[src/rtl/sdram_soc_bridge.sv]
// sdram_soc_bridge: in-order request FIFO feeding a single-outstanding SDRAM controller command FSM.
// Define SDRAM_BRIDGE_READ_TIMEOUT_EN to enable the read-response timeout (TIMEOUT_CYCLES).
module sdram_soc_bridge #(
   parameter int FIFO_DEPTH     = 4,
   parameter int TIMEOUT_CYCLES = 1024
) (
   input  logic        clk,
   input  logic        reset_port,
   input  logic        cpu_side_req_valid_port,
   output logic        cpu_side_req_ready_port,
   input  logic        cpu_side_req_wr_port,
   input  logic [22:0] cpu_side_req_addr_port,
   input  logic [31:0] cpu_side_req_wr_data_port,
   input  logic [3:0]  cpu_side_req_wr_mask_port,
   output logic        cpu_side_rsp_valid_port,
   output logic [31:0] cpu_side_rsp_data_port,
   output logic        cpu_side_rsp_err_port,
   input  logic        soc_side_busy_port,
   input  logic        soc_side_ready_port,
   input  logic [31:0] soc_side_rd_data_port,
   output logic [22:0] soc_side_addr_port,
   output logic [31:0] soc_side_wr_data_port,
   output logic [3:0]  soc_side_wr_mask_port,
   output logic        soc_side_wr_en_port,
   output logic        soc_side_rd_en_port
);
   localparam int AW = $clog2(FIFO_DEPTH);
   typedef struct packed {
      logic        wr;
      logic [22:0] addr;
      logic [31:0] data;
      logic [3:0]  mask;
   } req_t;
   typedef enum logic [1:0] {IDLE, ISSUE, WAIT_ACCEPT, WAIT_DONE} state_t;

   if (FIFO_DEPTH < 2 || FIFO_DEPTH > 16 || (FIFO_DEPTH & (FIFO_DEPTH - 1)) != 0 || TIMEOUT_CYCLES < 1) begin : g_bad_param
      $error("sdram_soc_bridge: illegal FIFO_DEPTH or TIMEOUT_CYCLES");
   end

   req_t          fifo_q [FIFO_DEPTH];
   req_t          cmd_q, cmd_d;
   state_t        state_q, state_d;
   logic [AW-1:0] wr_ptr_q, wr_ptr_d, rd_ptr_q, rd_ptr_d;
   logic [AW:0]   count_q, count_d;
   logic          rsp_valid_q, rsp_valid_d;
   logic [31:0]   rsp_data_q, rsp_data_d;
   logic          push, pop, rd_done, wr_done, waiting, tmo_hit;

   assign cpu_side_req_ready_port = count_q != (AW+1)'(FIFO_DEPTH);
   assign push    = cpu_side_req_valid_port && cpu_side_req_ready_port;
   assign pop     = state_q == IDLE && count_q != '0 && !soc_side_busy_port;
   assign waiting = state_q == WAIT_ACCEPT || state_q == WAIT_DONE;
   assign rd_done = state_q == WAIT_DONE && !cmd_q.wr && soc_side_ready_port;
   assign wr_done = state_q == WAIT_DONE && cmd_q.wr && !soc_side_busy_port;

   always_comb begin
      wr_ptr_d    = push ? wr_ptr_q + 1'b1 : wr_ptr_q;
      rd_ptr_d    = pop ? rd_ptr_q + 1'b1 : rd_ptr_q;
      count_d     = count_q + (AW+1)'(push) - (AW+1)'(pop);
      cmd_d       = pop ? fifo_q[rd_ptr_q] : cmd_q;
      rsp_valid_d = rd_done || tmo_hit;
      rsp_data_d  = rd_done ? soc_side_rd_data_port : (tmo_hit ? 32'hDEAD_BEEF : rsp_data_q);
      state_d     = state_q;
      case (state_q)
         IDLE:        state_d = pop ? ISSUE : IDLE;
         ISSUE:       state_d = WAIT_ACCEPT;
         WAIT_ACCEPT: state_d = soc_side_busy_port ? WAIT_DONE : WAIT_ACCEPT;
         WAIT_DONE:   state_d = (rd_done || wr_done) ? IDLE : WAIT_DONE;
         default:     state_d = IDLE;
      endcase
      if (tmo_hit) state_d = IDLE;
   end

   always_ff @(posedge clk or posedge reset_port) begin
      if (reset_port) begin
         state_q     <= IDLE;
         wr_ptr_q    <= '0;
         rd_ptr_q    <= '0;
         count_q     <= '0;
         cmd_q       <= '0;
         rsp_valid_q <= 1'b0;
         rsp_data_q  <= '0;
      end else begin
         state_q     <= state_d;
         wr_ptr_q    <= wr_ptr_d;
         rd_ptr_q    <= rd_ptr_d;
         count_q     <= count_d;
         cmd_q       <= cmd_d;
         rsp_valid_q <= rsp_valid_d;
         rsp_data_q  <= rsp_data_d;
      end
   end

   // Queue storage needs no reset: occupancy alone decides what is valid.
   always_ff @(posedge clk) begin
      if (push) fifo_q[wr_ptr_q] <= {cpu_side_req_wr_port, cpu_side_req_addr_port,
                                     cpu_side_req_wr_data_port, cpu_side_req_wr_mask_port};
   end

`ifdef SDRAM_BRIDGE_READ_TIMEOUT_EN
   localparam int TW = $clog2(TIMEOUT_CYCLES) + 1;
   logic [TW-1:0] tmo_q, tmo_d;
   logic          rsp_err_q, rsp_err_d;

   // A real answer arriving on the last allowed cycle wins over the timeout.
   always_comb begin
      tmo_d     = (state_q == ISSUE) ? '0 : (waiting ? tmo_q + 1'b1 : tmo_q);
      tmo_hit   = waiting && !cmd_q.wr && tmo_q == TW'(TIMEOUT_CYCLES - 1) && !rd_done;
      rsp_err_d = tmo_hit ? 1'b1 : (rd_done ? 1'b0 : rsp_err_q);
   end

   always_ff @(posedge clk or posedge reset_port) begin
      if (reset_port) begin
         tmo_q     <= '0;
         rsp_err_q <= 1'b0;
      end else begin
         tmo_q     <= tmo_d;
         rsp_err_q <= rsp_err_d;
      end
   end

   assign cpu_side_rsp_err_port = rsp_err_q;
`else
   assign tmo_hit               = 1'b0;
   assign cpu_side_rsp_err_port = 1'b0;
`endif

   assign cpu_side_rsp_valid_port = rsp_valid_q;
   assign cpu_side_rsp_data_port  = rsp_data_q;
   assign soc_side_addr_port      = cmd_q.addr;
   assign soc_side_wr_data_port   = cmd_q.data;
   assign soc_side_wr_mask_port   = cmd_q.mask;
   assign soc_side_wr_en_port     = state_q == ISSUE && cmd_q.wr;
   assign soc_side_rd_en_port     = state_q == ISSUE && !cmd_q.wr;
endmodule

[config.mk]
export PLATFORM = sky130hd
export DESIGN_NAME = sdram_soc_bridge
export DESIGN_NICKNAME = d
export VERILOG_FILES = /design/src/rtl/sdram_soc_bridge.sv
export SDC_FILE = /design/constraint.sdc
export NUM_CORES = 1
export LEC_CHECK = 0
export BUFFER_PORTS_ARGS = -buffer_cell sky130_fd_sc_hd__buf_4
export CORE_MARGIN = 2
export CORE_UTILIZATION = 30
export CTS_BUF_LIST = sky130_fd_sc_hd__clkbuf_4
export DETAILED_ROUTE_END_ITERATION = 8
export PLACE_DENSITY = 0.48
export SLEW_MARGIN = 40
export SYNTH_ARGS = -nofsm -noshare
export SYNTH_HDL_FRONTEND = slang
export SYNTH_SLANG_ARGS = --single-unit
[constraint.sdc]
create_clock -name clk -period 3 [get_ports clk]
set_input_delay 0.6 -clock clk [delete_from_list [all_inputs] [get_ports clk]]
set_output_delay 0.6 -clock clk [all_outputs]
set_load 0.005 [all_outputs]
==> flow_summary_export.csv, run 1 <==
group,metric,value,unit
pwr,power.leakage,6.64,nW
sta,tightest_slew,612,ps
logic_synthesis,yosysWarnings,0,
placement,gp_congestion,0.675,
logic_synthesis,seq_area_frac_synth,73.9,%
die,rows,76,
grt,grt_antenna_before_repair,2,
clock_tree,cts_sinks,342,
sta,fin_crit,2420,ps
grt,grt_pass1_wl,43300,um
grt,grt_usage,12.9,%
placement,pre_cts_ws,687,ps
worst_setup_path,crit_path_start_kind,"register",
run_status,status,"finished, final reports clean",
detailed_routing,routed_wl,28600,um
sta,setup_viol,0,
sta,skew,49.3,ps
sta,slew_viol_final,0,
die,die_x,214,um
pwr,power,16.3,mW
detailed_routing,postRouteAntennaNets,0,
logic_synthesis,ys.flop_type,"edfxtp_1",
sta,fin_ws,584,ps
detailed_routing,via_count,6744,
logic_synthesis,syn_area_per_cell,21.3,um2
die,dieArea,45700,um2
hold_path,hold_path_class,"in2reg",
die,fp.dieH,214,um
layout,drive_gt1_share,52.3,%
placement,io_buffers,191,
worst_setup_path,crit_path_end_kind,"primary output",
layout,nNetsFinal,1039,
die,core_area,43300,um2
detailed_routing,first_pass_iters,6,
sta,max_freq,414,MHz
clock_tree,root_buffer,"clkbuf_4",
worst_setup_path,path_max_fanout,6,
logic_synthesis,synth_area,13200,um2
sta,hold_viol,0,
logic_synthesis,syn_inst,621,
clock_tree,ctsLongestPathBuffers,3,
worst_setup_path,crit_required,2400,ps
grt,grt_pass1_vias,7459,
detailed_routing,wl_per_cell,17.9,um
die,io_pins,193,
pwr,ir_worst_vdd,345,uV
layout,fin_cells,1600,
logic_synthesis,synth_fp_nets,725,
worst_setup_path,crit_arrival,1820,ps
worst_setup_path,critPathKind,"reg2out",
detailed_routing,drt-initial-drc-count,209,
logic_synthesis,ys_ff_latch,342,
logic_synthesis,synth-edff-count,240,
sta,fin_crit_sh,80.5,%
grt,overflow,0,
die,initial_core_util,30.5,%
detailed_routing,vias_per_cell,4.22,
detailed_routing,drc_errors,0,
placement,placedCellCount,1331,
logic_synthesis,synth_cell_type_count,29,
layout,area_growth,30.7,%
clock_tree,clock_latency,800,ps
pwr,power.density,942,nW/um2
flow_run,maxCapViolations,0,
clock_tree,htree_levels,3,
logic_synthesis,ys_async_sr_fraction,29.8,%
placement,dpl.hpwl,16600,um
sta,relSlewSlack,59.2,%
clock_tree,cts_tree,"done",
clock_tree,cts_buffers,94,
clock_tree,clk_pin_slew_worst_paths,60,ps
sta,rsz0062_at_grt,"false",
sta,timing.setup.tns,0,ps
grt,grt_max_degree,63,
==> timing repair <==
item,4_1_cts,5_1_grt
gates resized for setup,0,0
endpoints found under the hold margin,331,0
buffers inserted,0,0
hold buffers,93,0
==> flip-flops by register name, summed over array words and instances (netlist names) <==
register,count
cpu_side_rsp_data_port,32
soc_side_addr_port,23
state_q,2
soc_side_wr_data_port,32
wr_ptr_q,2
fifo_q,240
cpu_side_rsp_valid_port,1
rd_ptr_q,2
cmd_q,1
count_q,3
soc_side_wr_mask_port,4
==> path summary, 6_finish.rpt <==
| check | from | to | slack, ps | depth (start not counted) |
|---|---|---|---|---|
| max in group asynchronous | reset_port | rd_ptr_q[0] | 1940 | 5 |
| min in group asynchronous | reset_port | cpu_side_rsp_data_port[2] | 340 | 3 |
| worst max-delay path | count_q[1] | cpu_side_req_ready_port | 580 | 2 |
| worst min register to register | cpu_side_rsp_data_port[4] | cpu_side_rsp_data_port[4] | 510 | 1 |
| worst min-delay path | cpu_side_req_valid_port | wr_ptr_q[0] | 170 | 3 |
| worst max register to register | count_q[1] | count_q[2] | 760 | 9 |
==> worst max-delay path: stages, from the launching register on <==
cell	delay, ps
dfrtp_1	380
or3b_1	470
buf_4	190
==> per-stage QoR <==
step,hold slack (ps),area [um2],utilization [%]
finish,171,17300,39.9
global route,101,17300,39.9
CTS,40.7,17300,39.9
detailed placement,494,15000,34.7
global placement,490,15000,34.7
floorplan,482,13200,-
==> synthesized netlist by cell type, types with 3 or more instances <==
cell type	count	area, um2
mux2_4	21	315
inv_1	8	30.0
edfxtp_1	240	7210
xnor2_1	3	26.3
nor2b_1	4	25.0
and3_1	4	25.0
buf_2	5	25.0
buf_6	12	135
clkbuf_1	5	18.8
dfrtp_1	102	2550
mux2_2	72	811
buf_4	62	465
mux4_2	58	1310
ha_1	6	75.1
==> metal layers <==
metal | global-route usage [%] | share of wire, % | wire, um | vias up
met2 | 21.5 | 51 | 14600 | 162
met3 | 3.81 | 5.2 | 1470 | 59
met1 | 15.2 | 41 | 11700 | 3456
met5 | 0 | 0 | 0 | -
met4 | 6.80 | 2.7 | 762 | 0
li1 | - | - | - | 3067
==> where the power goes <==
| part | internal, mW | switching, mW |
|---|---|---|
| Clock | 2.52 | 1.95 |
| Sequential | 6.51 | 0.696 |
| Combinational | 2.75 | 1.84 |
| Total | 11.8 | 4.49 |
==> cells in the final DEF, fill, tap and decap left out, drive strengths merged <==
| cell type | netlist | layout |
|---|---|---|
| mux2 | 93 | 93 |
| ha | 6 | 6 |
| and2b | 1 | 1 |
| dlygate4sd3 | 0 | 93 |
| mux4 | 60 | 60 |
| xnor2 | 3 | 3 |
| and3 | 4 | 4 |
| edfxtp | 240 | 240 |
| buf | 79 | 209 |
| dfrtp | 102 | 102 |
| and2 | 1 | 1 |
| and3b | 2 | 2 |
| xor2 | 2 | 2 |
| bufinv | 0 | 3 |
| or3b | 1 | 1 |
| conb | 1 | 1 |
| nand3 | 1 | 1 |
| nand2 | 1 | 1 |
| nor2b | 4 | 4 |
| a31o | 1 | 1 |
| o21a | 1 | 1 |
| diode | 0 | 1 |
| clkbuf | 5 | 150 |
| clkinvlp | 0 | 1 |
| or2 | 1 | 1 |
| nor3 | 2 | 2 |
| o211ai | 1 | 1 |
| fa | 1 | 1 |
| inv | 8 | 9 |
| clkinv | 0 | 20 |
==> kinds of logic (layout without fill, tap and decap cells) <==
group | after synthesis | after routing | share of synthesized area, %
simple gates | 18 | 18 | 0.928
xor+xnor | 5 | 5 | 0.332
flops | 342 | 342 | 73.9
fa+ha+maj | 7 | 7 | 0.720
other cells | 1 | 2 | 0.0284
buf+inv | 92 | 485 | 5.11
compound gates | 3 | 3 | 0.180
mux | 153 | 153 | 18.8
==> final cells by class <==
cell class / instances / area (um2)
Sequential cell: 342 / 9770
Timing Repair Buffer: 302 / 2630
Tap cell: 585 / 732
Multi-Input combinational cell: 187 / 2800
Clock inverter: 25 / 180
Clock buffer: 150 / 1130
Antenna cell: 1 / 2.50
Inverter: 8 / 33.8
Fill cell: 3964 / 26000
Power figures use the tool's default switching activity.
==> run 2: changes to the inputs <==
- PLACE_DENSITY: 0.48 -> 0.46
- clock period: 3 -> 2.43 ns (I/O delays scaled with it)
==> flow_summary_export.csv, run 2 (synthesized netlist as in run 1, its figures left out) <==
group,metric,value,unit
run_status,status,"finished, final reports clean",
detailed_routing,first_pass_iters,4,
sta,tightest_slew,633,ps
die,rows,76,
sta,timing.setup.tns,0,ps
sta,fin_ws,165,ps
die,die_x,214,um
clock_tree,cts_tree,"done",
placement,gp_congestion,0.725,
die,initial_core_util,30.5,%
worst_setup_path,crit_required,1940,ps
detailed_routing,drt-initial-drc-count,202,
layout,drive_gt1_share,52.1,%
layout,largest_reg_flops,240,
detailed_routing,postRouteAntennaNets,0,
layout,area_growth,30.6,%
grt,grt_pass1_wl,44400,um
grt,overflow,0,
clock_tree,clk_pin_slew_worst_paths,70,ps
layout,regMostFlops,"fifo_q",
die,core_area,43300,um2
pwr,power.leakage,6.62,nW
layout,seq_area,9770,um2
sta,max_freq,442,MHz
placement,dpl.hpwl,17000,um
layout,multi_input_area,2810,um2
grt,grt_pass1_vias,7833,
worst_setup_path,reg2regPathDepth,9,
die,dieArea,45700,um2
layout,num-fill-cells,3927,
detailed_routing,vias_per_cell,4.28,
sta,skew,47.7,ps
pwr,power.density,1170,nW/um2
detailed_routing,routed_wl,29500,um
sta,fin_crit_sh,93.2,%
pwr,ir_worst_vdd,594,uV
worst_setup_path,crit_start,"cmd_q[59]",
clock_tree,htree_levels,3,
placement,postPlaceCellArea,15000,um2
layout,final_common_cell,"edfxtp_1",
hold_path,hold_path_class,"in2reg",
sta,slew_viol_final,0,
pwr,power,20.1,mW
hold_path,holdPathStages,3,
worst_setup_path,critPathKind,"reg2out",
flow_run,maxCapViolations,0,
sta,setup_viol,0,
layout,design_area,17300,um2
placement,io_buffers,191,
worst_setup_path,r2r-start,"count_q[1]",
die,fp.dieH,214,um
placement,pre_cts_ws,175,ps
clock_tree,cts_sinks,342,
sta,fin_crit,2260,ps
grt,grt_antenna_before_repair,2,
hold_path,min-delay-start,"soc_side_busy_port",
grt,grt_max_degree,103,
clock_tree,cts_buffers,94,
layout,nNetsFinal,1037,
worst_setup_path,crit_path_end_kind,"primary output",
worst_setup_path,path_max_fanout,5,
sta,hold_viol,0,
die,io_pins,193,
detailed_routing,drc_errors,0,
detailed_routing,via_count,6845,
worst_setup_path,crit_arrival,1780,ps
sta,relSlewSlack,57.8,%
clock_tree,clock_latency,760,ps
clock_tree,ctsLongestPathBuffers,3,
worst_setup_path,crit_path_start_kind,"register",
grt,grt_usage,13.1,%
clock_tree,root_buffer,"clkbuf_4",
detailed_routing,wl_per_cell,18.4,um
sta,rsz0062_at_grt,"false",
layout,mostFrequentLayoutCells,"240 x edfxtp_1, 197 x buf_4, 146 x clkbuf_4, 100 x dfrtp_1, 94 x dlygate4sd3_1",
==> run 2: per-layer routing <==
layer / vias to the layer above / routed length, um / track usage, %
met5: - / 0 / 0
met4: 0 / 754 / 5.63
met3: 65 / 1160 / 3.38
met2: 166 / 16200 / 23.6
met1: 3558 / 11400 / 14.8
li1: 3056 / - / -
==> run 2: area by class of cell <==
type                    count  area share [%]
inverters                   8           0.196
diodes                      3          0.0435
repair buffers            300            15.1
well taps                 585            4.24
flip-flops and latches    342            56.6
clock buffers             146            6.35
clock inverters            30            1.18
multi-input cells         187            16.3
==> run 2: worst paths after layout <==
check / end / slack (ps)
setup / recovery: soc_side_rd_en_port / 170
max in group asynchronous: rd_ptr_q[0] / 1400
hold / removal: state_q[0] / 100
hold reg to reg: soc_side_wr_data_port[0] / 500
setup reg to reg: count_q[2] / 220
min in group asynchronous: soc_side_wr_data_port[12] / 520
==> run 2: worst max-delay path, stage by stage, from the launching register on <==
cell and delay (ps):
dfrtp_1 440, and2b_1 310, nor2b_1 160, buf_4 130
==> run 2: through the flow <==
stage	utilization [%]	hold slack, ps	cells
5_1_grt	39.9	3.60	1601
2_1_floorplan	-	482	621
4_1_cts	39.8	0.900	1598
6_report	39.9	105	1601
3_5_place_dp	34.7	499	1328
3_3_place_gp	34.7	491	1328
==> run 2: where the power goes <==
part	switching [mW]	internal, mW
Combinational	2.38	3.44
Clock	2.36	3.06
Sequential	0.863	8.04
==> run 2: repair_timing <==
action | 4_1_cts | 5_1_grt
gates resized for setup | 0 | 1
endpoints found under the setup margin | 0 | 2
buffers inserted | 0 | 0
hold buffers | 94 | 0
hold endpoints to repair | 375 | 0
==> run 3: changes to the inputs <==
- CORE_UTILIZATION: 30 -> 25
- PLACE_DENSITY: 0.46 -> 0.4
==> flow_summary_export.csv, run 3 (synthesized netlist as in run 1, its figures left out) <==
group,metric,value,unit
sta,skew,29.7,ps
worst_setup_path,crit_required,3160,ps
detailed_routing,wl_per_cell,17.3,um
worst_setup_path,crit_path_end_kind,"register",
worst_setup_path,r2r-start,"count_q[0]",
worst_setup_path,critPathKind,"reg2reg",
sta,tightest_slew,540,ps
die,fp.dieH,234,um
layout,regMostFlops,"fifo_q",
sta,slew_viol_final,0,
layout,largest_reg_flops,240,
placement,dpl.hpwl,16100,um
worst_setup_path,ff2ff_setup_slack,160,ps
clock_tree,root_buffer,"clkbuf_4",
detailed_routing,vias_per_cell,3.97,
pwr,power,20.1,mW
layout,nNetsFinal,1049,
detailed_routing,routed_wl,29800,um
detailed_routing,drc_errors,0,
run_status,status,"finished, final reports clean",
worst_setup_path,cp_num_buf_inv,3,
sta,max_freq,440,MHz
clock_tree,ctsLongestPathBuffers,3,
worst_setup_path,crit_arrival,3000,ps
die,die_x,234,um
die,rows,84,
worst_setup_path,reg2regPathDepth,10,
worst_setup_path,critPathMaxStageDelay,430,ps
sta,fin_crit_sh,93.4,%
pwr,power.leakage,6.65,nW
die,initial_core_util,25.2,%
hold_path,hold_path_class,"in2reg",
detailed_routing,postRouteAntennaNets,0,
clock_tree,cts_sinks,342,
layout,post-route-util,33.3,%
layout,mostFrequentLayoutCells,"240 x edfxtp_1, 198 x buf_4, 151 x clkbuf_4, 100 x dfrtp_1, 97 x dlygate4sd3_1",
layout,design_area,17500,um2
die,dieArea,54700,um2
detailed_routing,via_count,6823,
worst_setup_path,crit_slowest_cell,"or3b_4",
clock_tree,cts_tree,"done",
worst_setup_path,path_depth,10,
sta,fin_crit,2270,ps
grt,grt_usage,11.1,%
placement,postPlaceCellArea,15200,um2
worst_setup_path,path_max_fanout,6,
die,core_area,52400,um2
pwr,power.density,1150,nW/um2
placement,gp_congestion,0.653,
layout,area_growth,32.2,%
worst_setup_path,crit_path_start_kind,"register",
grt,grt_max_degree,63,
worst_setup_path,cp_top_family,"adder cells",
sta,timing.setup.tns,0,ps
worst_setup_path,critPathCapture,"count_q[2]",
flow_run,maxCapViolations,0,
clock_tree,clk_pin_slew_worst_paths,60,ps
sta,hold_viol,0,
clock_tree,clock_latency,820,ps
grt,grt_pass1_wl,44500,um
grt,overflow,0,
worst_setup_path,r2r-end,"count_q[2]",
worst_setup_path,crit_chain,"or3b_4 -> buf_4 -> and2_4 -> inv_1 -> ha_1 -> inv_1 -> ha_1 -> fa_1 -> xnor2_1 -> xnor2_1",
layout,drive_gt1_share,51.9,%
sta,relSlewSlack,64.0,%
sta,setup_viol,0,
grt,grt_antenna_before_repair,3,
layout,final_common_cell,"edfxtp_1",
grt,grt_pass1_vias,7586,
pwr,ir_worst_vdd,414,uV
clock_tree,cts_buffers,99,
detailed_routing,drt-initial-drc-count,218,
detailed_routing,first_pass_iters,4,
worst_setup_path,crit_start,"count_q[0]",
placement,io_buffers,191,
clock_tree,htree_levels,3,
die,io_pins,193,
sta,hold_slack,134,ps
## run 3: worst min path at each step
stage                            from                         end  slack, ps  depth (start not counted)
6_report           soc_side_busy_port                  state_q[1]        130                          4
5_1_grt            soc_side_busy_port                  state_q[1]         50                          4
4_1_cts            soc_side_busy_port                  state_q[1]        0.5                          4
3_5_place_dp               reset_port  cpu_side_rsp_data_port[30]        400                          2
3_3_place_gp               reset_port  cpu_side_rsp_data_port[30]        400                          2
2_1_floorplan  soc_side_addr_port[12]      soc_side_addr_port[12]        480                          1
## run 3: final cells by class
class / instances / area, um2
diodes: 5 / 12.5
flip-flops and latches: 342 / 9770
clock buffers: 151 / 1130
fillers: 5119 / 35000
inverters: 8 / 33.8
well taps: 688 / 861
repair buffers: 307 / 2700
multi-input cells: 187 / 2810
clock inverters: 31 / 149
## run 3: worst register-to-register path: stages, from the launching register on
cell and delay (ps):
dfrtp_1 370, or3b_4 430, buf_4 150, and2_4 160
inv_1 60, ha_1 130, inv_1 40, ha_1 180
fa_1 370, xnor2_1 170, xnor2_1 140
## run 3: timing repair
action	4_1_cts	5_1_grt
setup endpoints to repair	1	1
pin swaps	1	0
hold endpoints to repair	376	0
resized for setup	1	1
buffers inserted	4	0
hold buffers	97	0
## run 3: report_power, final
group	switching, mW	leakage, nW	internal (mW)	total [mW]
Combinational	2.43	2.47	3.50	5.94
Clock	2.45	0.767	2.93	5.38
Sequential	0.765	3.41	8.04	8.80
Total	5.65	6.65	14.5	20.1
## run 3: per-stage QoR
step | setup slack [ps] | instances
global placement | 258 | 1432
floorplan | 201 | 621
detailed placement | 241 | 1432
finish | 160 | 1719
global route | -5.44 | 1719
CTS | 5.85 | 1714
## run 3: per-layer routing
layer / vias to the layer above / global-route usage [%] / part of all wire [%]
li1: 3086 / - / -
met5: - / 0 / 0
met2: 177 / 19.0 / 52
met4: 0 / 4.98 / 2.4
met1: 3500 / 12.6 / 40
met3: 60 / 3.77 / 5.2
